$ cat config.mk
export PLATFORM = sky130hd
export DESIGN_NAME = mps_intr_ctrl_flat
export DESIGN_NICKNAME = d
export VERILOG_FILES = /design/src/rtl/mps_intr_ctrl_if.sv /design/src/rtl/mps_intr_ctrl.sv /design/src/flat_wrapper.sv
export SDC_FILE = /design/constraint.sdc
export NUM_CORES = 1
export LEC_CHECK = 0
export CORE_UTILIZATION = 45
export CTS_BUF_LIST = sky130_fd_sc_hd__clkbuf_8
export CTS_CLUSTER_SIZE = 16
export DETAILED_ROUTE_END_ITERATION = 16
export DONT_BUFFER_PORTS = 1
export SETUP_SLACK_MARGIN = 0.02
export SLEW_MARGIN = 20
export SYNTH_ARGS = -nofsm -noshare
export SYNTH_HDL_FRONTEND = slang
export SYNTH_SLANG_ARGS = --single-unit
$ cat constraint.sdc
create_clock -name aclk -period 10.1 [get_ports aclk]
set_input_delay 2.02 -clock aclk [delete_from_list [all_inputs] [get_ports aclk]]
set_output_delay 2.02 -clock aclk [all_outputs]
set_load 0.02 [all_outputs]
$ cat src/rtl/mps_intr_ctrl_if.sv
// AXI-lite register port of the interrupt controller.
// master drives requests, slave answers them.
interface mps_intr_ctrl_if;
  logic        awvalid;
  logic        awready;
  logic [7:0]  awaddr;
  logic        wvalid;
  logic        wready;
  logic [31:0] wdata;
  logic [3:0]  wstrb;
  logic        bvalid;
  logic        bready;
  logic [1:0]  bresp;
  logic        arvalid;
  logic        arready;
  logic [7:0]  araddr;
  logic        rvalid;
  logic        rready;
  logic [31:0] rdata;
  logic [1:0]  rresp;

  modport master (
    output awvalid, awaddr,
    output wvalid, wdata, wstrb,
    output bready,
    output arvalid, araddr,
    output rready,
    input  awready, wready,
    input  bvalid, bresp,
    input  arready,
    input  rvalid, rdata, rresp
  );

  modport slave (
    input  awvalid, awaddr,
    input  wvalid, wdata, wstrb,
    input  bready,
    input  arvalid, araddr,
    input  rready,
    output awready, wready,
    output bvalid, bresp,
    output arready,
    output rvalid, rdata, rresp
  );
endinterface

$ cat src/rtl/mps_intr_ctrl.sv
// Interrupt controller: per-port mask and line routing,
// per-line hold-off moderation, AXI-lite config slave.
module mps_intr_ctrl #(
  parameter int          PORT_NUM    = 8,
  parameter int          INT_LINES   = 4,
  parameter int          HOLDOFF_W   = 16,
  parameter int unsigned HOLDOFF_RST = 0
) (
  input  logic                 aclk,
  input  logic                 areset,
  input  logic [PORT_NUM-1:0]  port_irq,
  mps_intr_ctrl_if.slave       axi_s,
  output logic [INT_LINES-1:0] intr_req
);

  localparam logic [5:0] A_PEND  = 6'h00;
  localparam logic [5:0] A_EN    = 6'h01;
  localparam logic [5:0] A_ROUTE = 6'h02;
  localparam logic [5:0] A_HOLD  = 6'h03;
  localparam logic [5:0] A_LINES = 6'h04;

  localparam logic [1:0] OKAY   = 2'b00;
  localparam logic [1:0] SLVERR = 2'b10;

  localparam int RW = 2 * PORT_NUM;

  function automatic logic [RW-1:0] route_init();
    logic [RW-1:0] r;
    r = '0;
    for (int i = 0; i < PORT_NUM; i++)
      r[2*i +: 2] = 2'(i % INT_LINES);
    return r;
  endfunction

  localparam logic [RW-1:0] ROUTE_RST = route_init();

  typedef enum logic [1:0] {
    IDLE,
    ASSERT,
    HOLD
  } line_st_e;

  logic [PORT_NUM-1:0]  irq_q;
  logic [PORT_NUM-1:0]  enable_q;
  logic [RW-1:0]        route_q;
  logic [HOLDOFF_W-1:0] holdoff_q;
  logic [INT_LINES-1:0] act;

  logic        bvalid_q;
  logic [1:0]  bresp_q;
  logic        rvalid_q;
  logic [1:0]  rresp_q;
  logic [31:0] rdata_q;

  logic        wr_fire;
  logic        rd_fire;
  logic [5:0]  wr_idx;
  logic [5:0]  rd_idx;
  logic [31:0] wmask;
  logic        wr_en;
  logic        wr_rt;
  logic        wr_ho;
  logic        wr_ok;
  logic [31:0] rd_word;
  logic        rd_ok;
  logic        unused_bits;

  // Handshakes are held off while reset is asserted.
  assign wr_fire = axi_s.awvalid & axi_s.wvalid
                 & ~bvalid_q & ~areset;
  assign rd_fire = axi_s.arvalid & ~rvalid_q & ~areset;

  assign wr_idx = axi_s.awaddr[7:2];
  assign rd_idx = axi_s.araddr[7:2];

  assign wmask = {{8{axi_s.wstrb[3]}},
                  {8{axi_s.wstrb[2]}},
                  {8{axi_s.wstrb[1]}},
                  {8{axi_s.wstrb[0]}}};

  assign unused_bits = ^{axi_s.awaddr[1:0],
                         axi_s.araddr[1:0],
                         axi_s.wdata, wmask};

  assign axi_s.awready = wr_fire;
  assign axi_s.wready  = wr_fire;
  assign axi_s.bvalid  = bvalid_q;
  assign axi_s.bresp   = bresp_q;
  assign axi_s.arready = rd_fire;
  assign axi_s.rvalid  = rvalid_q;
  assign axi_s.rdata   = rdata_q;
  assign axi_s.rresp   = rresp_q;

  always_comb begin
    wr_en = 1'b0;
    wr_rt = 1'b0;
    wr_ho = 1'b0;
    wr_ok = 1'b0;
    unique case (1'b1)
      (wr_idx == A_EN): begin
        wr_en = wr_fire;
        wr_ok = 1'b1;
      end
      (wr_idx == A_ROUTE): begin
        wr_rt = wr_fire;
        wr_ok = 1'b1;
      end
      (wr_idx == A_HOLD): begin
        wr_ho = wr_fire;
        wr_ok = 1'b1;
      end
      default: ;
    endcase
  end

  always_comb begin
    rd_word = '0;
    rd_ok   = 1'b1;
    unique case (1'b1)
      (rd_idx == A_PEND):  rd_word = 32'(irq_q);
      (rd_idx == A_EN):    rd_word = 32'(enable_q);
      (rd_idx == A_ROUTE): rd_word = 32'(route_q);
      (rd_idx == A_HOLD):  rd_word = 32'(holdoff_q);
      (rd_idx == A_LINES): rd_word = 32'(intr_req);
      default:             rd_ok   = 1'b0;
    endcase
  end

  always_ff @(posedge aclk or posedge areset) begin
    if (areset) begin
      irq_q     <= '0;
      enable_q  <= '0;
      route_q   <= ROUTE_RST;
      holdoff_q <= HOLDOFF_W'(HOLDOFF_RST);
      bvalid_q  <= 1'b0;
      bresp_q   <= OKAY;
      rvalid_q  <= 1'b0;
      rresp_q   <= OKAY;
      rdata_q   <= '0;
    end else begin
      irq_q <= port_irq;
      if (wr_en)
        enable_q <= (enable_q & ~wmask[PORT_NUM-1:0])
                  | (axi_s.wdata[PORT_NUM-1:0]
                     & wmask[PORT_NUM-1:0]);
      if (wr_rt)
        route_q <= (route_q & ~wmask[RW-1:0])
                 | (axi_s.wdata[RW-1:0] & wmask[RW-1:0]);
      if (wr_ho)
        holdoff_q <= (holdoff_q & ~wmask[HOLDOFF_W-1:0])
                   | (axi_s.wdata[HOLDOFF_W-1:0]
                      & wmask[HOLDOFF_W-1:0]);
      if (wr_fire) begin
        bvalid_q <= 1'b1;
        bresp_q  <= wr_ok ? OKAY : SLVERR;
      end else if (axi_s.bready) begin
        bvalid_q <= 1'b0;
      end
      if (rd_fire) begin
        rvalid_q <= 1'b1;
        rdata_q  <= rd_word;
        rresp_q  <= rd_ok ? OKAY : SLVERR;
      end else if (axi_s.rready) begin
        rvalid_q <= 1'b0;
      end
    end
  end

  for (genvar L = 0; L < INT_LINES; L++) begin : g_line
    logic [PORT_NUM-1:0]  sel;
    line_st_e             st_q;
    line_st_e             st_d;
    logic [HOLDOFF_W-1:0] cnt_q;
    logic [HOLDOFF_W-1:0] cnt_d;
    logic                 req_q;

    for (genvar i = 0; i < PORT_NUM; i++) begin : g_sel
      assign sel[i] = (route_q[2*i +: 2] == 2'(L));
    end

    assign act[L]      = |(irq_q & enable_q & sel);
    assign intr_req[L] = req_q;

    always_ff @(posedge aclk or posedge areset) begin
      if (areset) begin
        st_q  <= IDLE;
        cnt_q <= '0;
        req_q <= 1'b0;
      end else begin
        st_q  <= st_d;
        cnt_q <= cnt_d;
        req_q <= (st_d == ASSERT);
      end
    end

    // HOLDOFF is sampled only on entry to HOLD.
    always_comb begin
      st_d  = st_q;
      cnt_d = cnt_q;
      unique case (st_q)
        IDLE: begin
          if (act[L])
            st_d = ASSERT;
        end
        ASSERT: begin
          if (!act[L]) begin
            if (holdoff_q == '0) begin
              st_d = IDLE;
            end else begin
              st_d  = HOLD;
              cnt_d = holdoff_q;
            end
          end
        end
        HOLD: begin
          cnt_d = cnt_q - HOLDOFF_W'(1);
          if (cnt_q <= HOLDOFF_W'(1))
            st_d = IDLE;
        end
        default: st_d = IDLE;
      endcase
    end
  end

endmodule
$ cat src/flat_wrapper.sv
// flat-port wrapper written by rule: the top's interface ports become plain ports
module mps_intr_ctrl_flat 
#(
  parameter int          PORT_NUM    = 8,
  parameter int          INT_LINES   = 4,
  parameter int          HOLDOFF_W   = 16,
  parameter int unsigned HOLDOFF_RST = 0
)
  (aclk, areset, port_irq, intr_req, axi_s_awvalid, axi_s_awaddr, axi_s_wvalid, axi_s_wdata, axi_s_wstrb, axi_s_bready, axi_s_arvalid, axi_s_araddr, axi_s_rready, axi_s_awready, axi_s_wready, axi_s_bvalid, axi_s_bresp, axi_s_arready, axi_s_rvalid, axi_s_rdata, axi_s_rresp);
  mps_intr_ctrl_if axi_s_i ();
  input  logic aclk;
  input  logic areset;
  input  logic [PORT_NUM-1:0] port_irq;
  output logic [INT_LINES-1:0] intr_req;
  input wire logic [$bits(axi_s_i.awvalid)-1:0] axi_s_awvalid;
  input wire logic [$bits(axi_s_i.awaddr)-1:0] axi_s_awaddr;
  input wire logic [$bits(axi_s_i.wvalid)-1:0] axi_s_wvalid;
  input wire logic [$bits(axi_s_i.wdata)-1:0] axi_s_wdata;
  input wire logic [$bits(axi_s_i.wstrb)-1:0] axi_s_wstrb;
  input wire logic [$bits(axi_s_i.bready)-1:0] axi_s_bready;
  input wire logic [$bits(axi_s_i.arvalid)-1:0] axi_s_arvalid;
  input wire logic [$bits(axi_s_i.araddr)-1:0] axi_s_araddr;
  input wire logic [$bits(axi_s_i.rready)-1:0] axi_s_rready;
  output wire logic [$bits(axi_s_i.awready)-1:0] axi_s_awready;
  output wire logic [$bits(axi_s_i.wready)-1:0] axi_s_wready;
  output wire logic [$bits(axi_s_i.bvalid)-1:0] axi_s_bvalid;
  output wire logic [$bits(axi_s_i.bresp)-1:0] axi_s_bresp;
  output wire logic [$bits(axi_s_i.arready)-1:0] axi_s_arready;
  output wire logic [$bits(axi_s_i.rvalid)-1:0] axi_s_rvalid;
  output wire logic [$bits(axi_s_i.rdata)-1:0] axi_s_rdata;
  output wire logic [$bits(axi_s_i.rresp)-1:0] axi_s_rresp;
  assign axi_s_i.awvalid = axi_s_awvalid;
  assign axi_s_i.awaddr = axi_s_awaddr;
  assign axi_s_i.wvalid = axi_s_wvalid;
  assign axi_s_i.wdata = axi_s_wdata;
  assign axi_s_i.wstrb = axi_s_wstrb;
  assign axi_s_i.bready = axi_s_bready;
  assign axi_s_i.arvalid = axi_s_arvalid;
  assign axi_s_i.araddr = axi_s_araddr;
  assign axi_s_i.rready = axi_s_rready;
  assign axi_s_awready = axi_s_i.awready;
  assign axi_s_wready = axi_s_i.wready;
  assign axi_s_bvalid = axi_s_i.bvalid;
  assign axi_s_bresp = axi_s_i.bresp;
  assign axi_s_arready = axi_s_i.arready;
  assign axi_s_rvalid = axi_s_i.rvalid;
  assign axi_s_rdata = axi_s_i.rdata;
  assign axi_s_rresp = axi_s_i.rresp;
  mps_intr_ctrl #(.PORT_NUM(PORT_NUM), .INT_LINES(INT_LINES), .HOLDOFF_W(HOLDOFF_W), .HOLDOFF_RST(HOLDOFF_RST)) u_core (.aclk(aclk), .areset(areset), .port_irq(port_irq), .axi_s(axi_s_i), .intr_req(intr_req));
endmodule
==> impl_summary.md <==
Critical path
The critical path data arrival time is 3.27 ns. At the worst endpoint, the required time is slightly above 8 ns. The nature of the critical path endpoint is a primary output. Of all nets on the critical path, the largest fanout is 41. The worst register-to-register path has a depth of 5.

The capture point of the worst reg-to-reg path is u_core.g_line[2].cnt_q[2]. For this run, the slowest stage of the critical path takes 0.55 ns. The setup check on the worst reg-to-reg path leaves a slack of around 7.1 ns. On the critical path, the stage with the largest delay is an instance of sky130_fd_sc_hd__nand3_1. The critical path goes through inv_6 > nand3_1 > clkinv_1. The worst setup path is launched from an input pin. The start-to-end type of the worst setup path is input pin to primary output.

Timing
The final worst slack is ~4.8 ns. The number of hold violations in the final report is 0. The relative max-transition margin is 0.285. Setup violations remaining at the end of the flow were counted as 0. The number of max-slew violations in the final report came to 0. For this run, the top clock speed supported by timing is around 190 MHz.

The time the final worst path needs with I/O delays and setup is roughly 5.3 ns. The transition at the pin with the smallest max-transition slack is approximately 1.1 ns. Dividing the final minimum period by the clock period gives 0.524. Clock skew on the completed layout was measured at roughly 0.009 ns. Setup repair after global routing left no endpoint under its margin.

The final sum of negative setup slack is 0 ns.

Die
The initial core utilization is 0.460. The vertical die dimension is about 130 microns. Row generation in the floorplan step produced 48 rows. The area inside the core boundary is between 15000 and 20000 sq um. In this run the count of I/O pins placed on the die edge is between 100 and 150.

Measured along the x axis, the die boundary spans ~130 microns. The floorplan die area is between 15000 and 20000 sq um.

Global route
For this run, the total global-route usage over all layers was measured as 0.238. The first-pass GRT wire length is around 33000 microns. The number of antenna violations at the first check in global routing is 1.

The pin count of the biggest net entering global routing is 55. The total overflow reported by the global router is 0. The via count of the first global-routing pass came to ~6000.

Routing
In the routed layout, each cell is associated on average with a via count of approximately 6.3. The wire length per cell is 20.7 microns. The detail route stage leaves a number of antenna-violating nets equal to 0. The number of search-and-repair iterations in the first detailed-routing pass is 5. The count of unresolved DRC violations after routing is 0. The total detailed-routing wirelength is between 20000 and 25000 microns. The final route contains 6473 vias. The first routing iteration left 530 violations.

Clocking
After clock tree synthesis, the repair step resized 0 gates. The register clock-pin slew on the reported worst setup and hold paths is about 0.080 ns. The maximum count of clock buffers along a single path is 2.

The TritonCTS buffer count is 17. In this run the clock root is driven by a sky130_fd_sc_hd__clkbuf_8. For the worst-skew pair, the clock arrives at the later sink with an insertion delay of 0.46 ns. Buffers inserted to repair hold after CTS numbered 0. In this run the post-CTS setup repair buffer count came out at 0. The clock drives about 140 sinks. The TritonCTS clock tree is yes. The number of H-tree levels is 4.

Yosys
In this run, synthesis produced a sequential element count of approximately 140. The flip-flop cell with the highest count after synthesis is sky130_fd_sc_hd__dfrtp_1. The combined area of all synthesized cells is 7920 sq um. The number of enable-type register cells in the synthesized netlist is 0.

In the synthesized netlist the async set-or-reset flop fraction comes to 1.00. The Yosys step of the flow raised 0 warnings. The synthesized netlist cell count is 797. Each instance of the synthesized netlist takes up on average approximately 9.9 sq um. The share of the Yosys chip area taken by registers is 0.456. Synthesis instantiated between 70 and 80 different standard cells from the library.

Hold path
The startpoint identified for the worst hold timing path is u_core.g_line[0].cnt_q[4]. The number of instances on the worst hold path is 1. The worst hold path belongs to the class register to register. For hold timing, the worst endpoint is u_core.g_line[0].cnt_q[4].

Flow run
The total of max-cap violations is 0.

Final layout
The finished cells cover roughly 8400 sq um. The number of nets in the layout is slightly below 900. The repair_antennas step left the layout with diodes totalling 0.

The share of post-route cells with drive strength above 1 is 0.140. The number of filler instances in the final layout is approximately 1600. The area growth from synthesis to layout is 6.41%.

Pwr
The worst-case IR drop observed on VDD is 0.0895 mV. The analysis attributes to cell leakage a power of 0.00361 uW. For this design the ratio of total power to cell area is roughly 190 nW/um^2.

Place
The congestion estimate from routability-driven global placement came to a little under 0.9. The placed standard-cell area is approximately 8000 sq um. Timing analysis after detailed placement gives a worst setup slack of between 4 and 5 ns.

The total of buffers placed on input and output ports is 0. The detailed placer's ending HPWL is ~14000 microns.

Status
The run finished with clean final reports.
## cell type report
class,instances,area [sq um],area share
multi-input cells,588,3960,0.470
inverters,27,106,0.0126
clock buffers,22,303,0.0359
flip-flops and latches,144,3610,0.429
well taps,225,282,0.0334
repair buffers,7,52.6,0.00623
clock inverters,10,110,0.0131
## power breakdown
| part | internal [uW] | switching [uW] | total, uW |
|---|---|---|---|
| sequential | 649 | 93.0 | 742 |
| combinational | 137 | 219 | 356 |
| clock | 250 | 221 | 471 |
## cell families (layout without fill, tap and decap cells)
group	count (synthesis)	count (layout)	synth area share
adder cells (fa/ha/maj)	16	16	0.0253
AO/OA/AOI/OAI	205	205	0.179
buffers and inverters	82	66	0.0526
flip-flops	144	144	0.456
AND/OR/NAND/NOR	291	291	0.201
other	1	18	0.000473
multiplexers	58	58	0.0859
## metrics by stage
stage	power, uW	hold slack (ns)	util	cells
final	1570	0.498	0.489	1023
after global routing	1650	0.524	0.489	1023
after CTS	1570	0.499	0.489	1023
after detailed placement	1100	0.487	0.465	991
after global placement	1080	0.476	0.465	991
after floorplan	1020	0.460	-	814
## per-layer routing
| layer | vias up | track usage | part of all wire |
|---|---|---|---|
| met5 | - | 0 | 0 |
| met4 | 0 | 0.0762 | 0.017 |
| met3 | 29 | 0.0623 | 0.074 |
| met2 | 240 | 0.369 | 0.46 |
| met1 | 3239 | 0.324 | 0.45 |
| li1 | 2965 | - | - |
## critical path: cells and delay by family
| family | cells | cell delay [ns] |
|---|---|---|
| buffers and inverters | 2 | 0.67 |
| AND/OR/NAND/NOR | 1 | 0.55 |
## cell usage after synthesis, types with 4 or more instances
library cell	count	area, sq um
sky130_fd_sc_hd__dfrtp_1	136	3400
sky130_fd_sc_hd__nand2_1	75	282
sky130_fd_sc_hd__nand3_1	45	225
sky130_fd_sc_hd__o21ai_0	44	220
sky130_fd_sc_hd__nor2_1	41	154
sky130_fd_sc_hd__mux2_2	40	450
sky130_fd_sc_hd__a21oi_1	37	185
sky130_fd_sc_hd__inv_1	26	97.6
sky130_fd_sc_hd__buf_4	25	188
sky130_fd_sc_hd__o211ai_1	21	158
sky130_fd_sc_hd__clkbuf_1	20	75.1
sky130_fd_sc_hd__nor3_1	19	95.1
sky130_fd_sc_hd__nand4_1	18	113
sky130_fd_sc_hd__o22a_1	17	149
sky130_fd_sc_hd__a31oi_1	16	100
sky130_fd_sc_hd__ha_1	16	200
sky130_fd_sc_hd__nor4_1	16	100
sky130_fd_sc_hd__mux2i_1	14	140
sky130_fd_sc_hd__nand4b_1	13	114
sky130_fd_sc_hd__nor4bb_1	10	100
sky130_fd_sc_hd__or3_1	9	56.3
sky130_fd_sc_hd__or4_1	9	67.6
sky130_fd_sc_hd__dfstp_2	8	210
sky130_fd_sc_hd__a22oi_1	7	52.6
sky130_fd_sc_hd__nand2b_1	7	43.8
sky130_fd_sc_hd__buf_2	6	30.0
sky130_fd_sc_hd__o22ai_1	6	37.5
sky130_fd_sc_hd__o32ai_1	6	52.6
sky130_fd_sc_hd__nor3b_1	5	37.5
sky130_fd_sc_hd__o311ai_0	5	43.8
sky130_fd_sc_hd__a221oi_1	4	35.0
sky130_fd_sc_hd__and3_1	4	25.0
sky130_fd_sc_hd__mux4_2	4	90.1
sky130_fd_sc_hd__nor2b_1	4	25.0
sky130_fd_sc_hd__o21a_1	4	30.0
sky130_fd_sc_hd__o31a_1	4	35.0
sky130_fd_sc_hd__o31ai_1	4	30.0
## placed cells by master (no fill, tap or decap), types with 10 or more instances in the layout
cell type	synthesis	routed
sky130_fd_sc_hd__ha_1	16	16
sky130_fd_sc_hd__mux2i_1	14	14
sky130_fd_sc_hd__a31oi_1	16	16
sky130_fd_sc_hd__clkbuf_8	0	22
sky130_fd_sc_hd__nor3_1	19	19
sky130_fd_sc_hd__nand4b_1	13	13
sky130_fd_sc_hd__nand2_1	75	75
sky130_fd_sc_hd__conb_1	1	18
sky130_fd_sc_hd__inv_1	26	27
sky130_fd_sc_hd__mux2_2	40	40
sky130_fd_sc_hd__nor2_1	41	41
sky130_fd_sc_hd__nor4bb_1	10	10
sky130_fd_sc_hd__nand3_1	45	45
sky130_fd_sc_hd__o21ai_0	44	44
sky130_fd_sc_hd__o211ai_1	21	21
sky130_fd_sc_hd__nor4_1	16	15
sky130_fd_sc_hd__nand4_1	18	18
sky130_fd_sc_hd__o22a_1	17	17
sky130_fd_sc_hd__dfrtp_1	136	136
sky130_fd_sc_hd__a21oi_1	37	37
## worst max path at each step
stage	from	end	slack (ns)	cells past startpoint
floorplan	areset	axi_s_arready	1.71	3
global placement	areset	axi_s_arready	4.86	3
detailed placement	areset	axi_s_arready	4.77	3
CTS	areset	axi_s_arready	4.77	3
global route	areset	axi_s_arready	4.64	3
finish	areset	axi_s_arready	4.81	3
No activity file was read; power rests on OpenSTA's default activity.
